## config.mk

```make
export PLATFORM = sky130hd
export DESIGN_NAME = craft_round_controller
export DESIGN_NICKNAME = d
export VERILOG_FILES = /design/src/rtl/craft_round_controller.sv
export SDC_FILE = /design/constraint.sdc
export NUM_CORES = 1
export LEC_CHECK = 0
export ABC_AREA = 1
export CAP_MARGIN = 20
export CORE_MARGIN = 2
export CORE_UTILIZATION = 36
export DETAILED_ROUTE_END_ITERATION = 8
export GPL_TIMING_DRIVEN = 0
export PLACE_DENSITY = 0.57
export SKIP_CTS_REPAIR_TIMING = 1
export SYNTH_ARGS = -nofsm -noshare
export SYNTH_HDL_FRONTEND = slang
export SYNTH_SLANG_ARGS = --single-unit
```

## constraint.sdc

```tcl
create_clock -name clk -period 2.1 [get_ports clk]
set_clock_uncertainty 0.1 [all_clocks]
set_input_delay 0.42 -clock clk [delete_from_list [all_inputs] [get_ports clk]]
set_output_delay 0.42 -clock clk [all_outputs]
set_load 0.005 [all_outputs]
```

## src/rtl/craft_round_controller.sv

```systemverilog
// Sequencing FSM for the nibble-serial CRAFT datapath: one 4-bit cell per clock,
// 16 cells per round. Every output is a flop computed from the next-state values.
//
//   state    | meaning
//   ---------+------------------------------------------------------------
//   S_IDLE   | waiting for start, ready=1
//   S_LOAD   | shifting in 16 plaintext nibbles
//   S_ROUND  | processing 16 cells per round, NUM_ROUNDS rounds
//   S_UNLOAD | shifting out 16 ciphertext nibbles, done on the last one
module craft_round_controller #(
    parameter int NUM_ROUNDS = 32,
    parameter int NIBBLES    = 16
) (
    input  logic       clk,
    input  logic       rst,
    input  logic       start,
    input  logic       stall,
    output logic       ready,
    output logic       busy,
    output logic       load_en,
    output logic       round_en,
    output logic       out_valid,
    output logic       done,
    output logic [3:0] nib_idx,
    output logic [7:0] round,
    output logic       cm0,
    output logic       cm1,
    output logic       ck0,
    output logic       last_round
);

    typedef enum logic [1:0] {
        S_IDLE   = 2'd0,
        S_LOAD   = 2'd1,
        S_ROUND  = 2'd2,
        S_UNLOAD = 2'd3
    } state_t;

    localparam logic [3:0] LAST_NIB = 4'(NIBBLES - 1);
    localparam logic [7:0] LAST_RND = 8'(NUM_ROUNDS - 1);

    state_t     state_q, state_d;
    logic [3:0] nib_q, nib_d;
    logic [7:0] round_q, round_d;

    logic ready_q, ready_d;
    logic busy_q, busy_d;
    logic load_en_q, load_en_d;
    logic round_en_q, round_en_d;
    logic out_valid_q, out_valid_d;
    logic done_q, done_d;
    logic cm0_q, cm0_d;
    logic cm1_q, cm1_d;
    logic ck0_q, ck0_d;
    logic last_round_q, last_round_d;

    always_comb begin
        state_d = state_q;
        nib_d   = nib_q;
        round_d = round_q;

        // A stall leaves every _d equal to its _q, so outputs (including done) hold.
        if (!stall) begin
            unique case (state_q)
                S_IDLE: begin
                    if (start) begin
                        state_d = S_LOAD;
                        nib_d   = 4'd0;
                        round_d = 8'd0;
                    end
                end
                S_LOAD: begin
                    if (nib_q == LAST_NIB) begin
                        state_d = S_ROUND;
                        nib_d   = 4'd0;
                    end else begin
                        nib_d = nib_q + 4'd1;
                    end
                end
                S_ROUND: begin
                    if (nib_q == LAST_NIB) begin
                        nib_d = 4'd0;
                        if (round_q == LAST_RND) begin
                            state_d = S_UNLOAD;
                        end else begin
                            round_d = round_q + 8'd1;
                        end
                    end else begin
                        nib_d = nib_q + 4'd1;
                    end
                end
                S_UNLOAD: begin
                    if (nib_q == LAST_NIB) begin
                        state_d = S_IDLE;
                        nib_d   = 4'd0;
                        round_d = 8'd0;
                    end else begin
                        nib_d = nib_q + 4'd1;
                    end
                end
                default: begin
                    state_d = S_IDLE;
                    nib_d   = 4'd0;
                    round_d = 8'd0;
                end
            endcase
        end

        ready_d      = (state_d == S_IDLE);
        busy_d       = (state_d != S_IDLE);
        load_en_d    = (state_d == S_LOAD);
        round_en_d   = (state_d == S_ROUND);
        out_valid_d  = (state_d == S_UNLOAD);
        done_d       = (state_d == S_UNLOAD) && (nib_d == LAST_NIB);
        // Rows 0-1 (cells 0..7) get the first column add, row 0 (cells 0..3) the second.
        cm0_d        = round_en_d && (nib_d < 4'd8);
        cm1_d        = round_en_d && (nib_d < 4'd4);
        ck0_d        = ~round_d[0];
        last_round_d = busy_d && round_en_d && (round_d == LAST_RND);
    end

    always_ff @(posedge clk) begin
        if (rst) begin
            state_q      <= S_IDLE;
            nib_q        <= 4'd0;
            round_q      <= 8'd0;
            ready_q      <= 1'b1;
            busy_q       <= 1'b0;
            load_en_q    <= 1'b0;
            round_en_q   <= 1'b0;
            out_valid_q  <= 1'b0;
            done_q       <= 1'b0;
            cm0_q        <= 1'b0;
            cm1_q        <= 1'b0;
            ck0_q        <= 1'b1;
            last_round_q <= 1'b0;
        end else begin
            state_q      <= state_d;
            nib_q        <= nib_d;
            round_q      <= round_d;
            ready_q      <= ready_d;
            busy_q       <= busy_d;
            load_en_q    <= load_en_d;
            round_en_q   <= round_en_d;
            out_valid_q  <= out_valid_d;
            done_q       <= done_d;
            cm0_q        <= cm0_d;
            cm1_q        <= cm1_d;
            ck0_q        <= ck0_d;
            last_round_q <= last_round_d;
        end
    end

    assign ready      = ready_q;
    assign busy       = busy_q;
    assign load_en    = load_en_q;
    assign round_en   = round_en_q;
    assign out_valid  = out_valid_q;
    assign done       = done_q;
    assign nib_idx    = nib_q;
    assign round      = round_q;
    assign cm0        = cm0_q;
    assign cm1        = cm1_q;
    assign ck0        = ck0_q;
    assign last_round = last_round_q;

endmodule

```

==> metrics.csv <==
stage,metric,value,unit
outcome,status,completed,
power_and_ir_drop,power.density,542,mW/mm^2
global_routing,grt_usage,0.151,
drt,drt_iter0_drc,41,
logic_synthesis,ys_ff_latch,24,
logic_synthesis,ys.flop_type,dfxtp_1,
setup_path,crit_fanout,8,
drt,ant_nets,0,
power_and_ir_drop,p_sw_frac,0.213,
drt,wl_per_cell,10.9,microns
clocking,cts.path.max_buffers,2,
timing,worstMarginPinSlew,0.507,ns
global_routing,antenna_found_initial,0,
flow_run,max_cap_viol_count,0,
logic_synthesis,synth.most_common_cell,nand2_1,
setup_path,required,2.27,ns
global_routing,grt.busiest_layer,met2,
setup_path,path_common_cell,nand2_2,
floorplanning,fp.dieW,62.5,microns
timing,fin_crit_sh,0.901,
setup_path,critPathBufInv,1,
placement,dpl.cell_count,258,
clocking,cts_sinks,24,
global_routing,grt_pass1_vias,1118,
floorplanning,pin_count,26,
setup_path,start_kind,flop,
floorplanning,initial_core_util,0.373,
logic_synthesis,synth.net_count,193,
timing,setup_violations,0,
clocking,ctsRootBufferMaster,clkbuf_4,
floorplanning,dieArea,0.00391,sq mm
logic_synthesis,yosys_warnings,0,
drt,avgViaCountPerCell,4.71,
placement,port_buffers,25,
power_and_ir_drop,p_int,680,uW
cells_and_area,final_cells,262,
setup_path,crit_type,flop to flop,
global_routing,grt_overflow_total,0,
setup_path,cpPeakStageDelay,0.42,ns
drt,drc,0,
setup_path,arrival,2.06,ns
drt,routed_wl,2850,microns
logic_synthesis,syn_inst,187,
cells_and_area,finish.utilization,0.482,
placement,dp_hpwl,2220,microns
clocking,h-tree-depth,1,
timing,finalCriticalPeriod,1.89,ns
setup_path,cp-end-kind,flop,
logic_synthesis,avgSynthCellArea,6.60,sq um
floorplanning,core_area,0.00331,sq mm
setup_path,cp_slowest_cell,dfxtp_1,
cells_and_area,drive_gt1_frac,0.120,
logic_synthesis,synth_area,0.00123,sq mm
timing,hold_violations,0,
clocking,cts_tree,built,
floorplanning,die_h,62.5,microns
global_routing,grt_util_met2,0.230,
logic_synthesis,synth-edff-count,0,
global_routing,use_met3,0.0216,
power_and_ir_drop,combPwrFrac,0.071,
logic_synthesis,synthTopCellsByCount,"48 x nand2_1, 33 x nor2_1, 24 x dfxtp_1, 20 x inv_1, 15 x nand3_1",
logic_synthesis,ys_seq_area_frac,0.389,
setup_path,crit_path_cell_trace,ha_1 -> inv_1 -> nor2_4 -> nand2_2 -> nand2_1 -> nand2_2 -> nor2_4 -> nand2_2 -> nor2_1 -> nand3_1 -> nor2_1,
timing,fmax,529,MHz
logic_synthesis,synth_top_cell_by_area,dfxtp_1,
timing,slew_viol_final,0,
power_and_ir_drop,p_leak,0.000649,uW
cells_and_area,nFillCells,350,
timing,slew_headroom,0.662,
global_routing,grt_max_degree,15,
logic_synthesis,synth-async-reset-ratio,0,
floorplanning,rows,21,
power_and_ir_drop,p_seq_frac,0.540,
power_and_ir_drop,ir_worst_vdd,0.000293,V
logic_synthesis,synth_area_leaders,"dfxtp_1 39%, nand2_1 15%, nor2_1 10%",
cells_and_area,syn2layout_area_growth,29.3,%
drt,vias,1233,
cells_and_area,fin_nets,223,
drt,dr.pass1.iters,6,
min_path,min_path_type,flop to flop,
timing,rsz0062_at_grt,no,
timing,fin_setup_tns,0,ns
power_and_ir_drop,netSwitchingPower,184,uW
clocking,clkLatencyLatePin,0.32,ns
placement,placed_area,0.00154,sq mm
logic_synthesis,synth_cell_types,23,
cells_and_area,fin_area,0.00160,sq mm
clocking,cts_buffers,3,
cells_and_area,antenna_cells_inserted,0,
power_and_ir_drop,clkPwrFrac,0.390,
placement,gp_congestion,0.918,
global_routing,grt_pass1_wl,4830,microns
global_routing,met1_usage,0.217,
setup_path,critPathTopFamily,simple AND/OR/NAND/NOR gates,
clocking,clkSlewWorstSetupHoldPaths,0.13,ns
logic_synthesis,synth_top_area_frac,0.389,
## flip-flops by register name, indices dropped and copies added, names as in the netlist
name        count
round_en        1
nib_idx         4
state_q         2
ck0             1
out_valid       1
cm0             1
busy            1
load_en         1
done            1
last_round      1
round           8
cm1             1
ready           1
## worst paths after layout
path              start    endpoint  slack, ns  cells after the start
max          nib_idx[1]  last_round       0.21                     11
min          nib_idx[3]  nib_idx[3]       0.49                      2
max reg2reg  nib_idx[1]  last_round       0.21                     11
min reg2reg  nib_idx[3]  nib_idx[3]       0.49                      2
## worst reg2reg max path: stages, from the launching register on
cell and delay [ns]:
dfxtp_1 0.42, ha_1 0.21, inv_1 0.10, nor2_4 0.21
nand2_2 0.10, nand2_1 0.08, nand2_2 0.06, nor2_4 0.16
nand2_2 0.09, nor2_1 0.11, nand3_1 0.11, nor2_1 0.09
## placed cells by master, fill, tap and decap left out, drive strengths merged
cell,n
clkbuf,4
nor3,8
nor3b,2
o21ai,6
a21oi,3
a32oi,1
clkdlybuf4s50,25
bufinv,1
nand2,53
nand3,16
inv,27
nand3b,1
o21bai,1
nand4,1
xor2,1
nor2,40
dfxtp,24
ha,2
## area by class of cell
| cell class | count | area (sq um) | share of cell area |
|---|---|---|---|
| sequential | 24 | 482 | 0.302 |
| tap | 46 | 57.6 | 0.0361 |
| timing repair buffer | 25 | 250 | 0.157 |
| inverter | 27 | 101 | 0.0635 |
| clock inverter | 1 | 30.0 | 0.0188 |
| multi-input combinational | 135 | 648 | 0.406 |
| buffer | 1 | 3.75 | 0.00235 |
| clock buffer | 3 | 22.5 | 0.0141 |
## cell families after synthesis
logic type,after synthesis,synth area share
AND/OR/NAND/NOR,121,0.448
buffers and inverters,28,0.0852
flip-flops,24,0.389
AO/OA/AOI/OAI,11,0.0497
adder cells (fa/ha/maj),2,0.0203
XOR/XNOR,1,0.00710
## power by group through the flow
stage	Clock, uW	Sequential (uW)	Combinational [uW]
2_1_floorplan	0	476	33.0
5_1_grt	363	468	67.9
4_1_cts	350	466	60.6
3_5_place_dp	0	476	60.3
3_3_place_gp	0	476	60.4
6_report	337	466	61.0
## per-layer routing
layer | part of all wire | wire length [microns]
met5 | 0 | 0
met4 | 0.016 | 45
met3 | 0.049 | 139
met2 | 0.44 | 1250
met1 | 0.50 | 1410
## stage by stage
step / worst slack [ns] / total power (uW) / hold slack, ns
2_1_floorplan: 0.460 / 509 / 0.396
3_3_place_gp: -0.0521 / 537 / 0.458
3_5_place_dp: -0.0436 / 537 / 0.464
4_1_cts: 0.138 / 878 / 0.488
5_1_grt: 0.00863 / 899 / 0.529
6_report: 0.209 / 864 / 0.487
(Power assumes the default switching activity.)
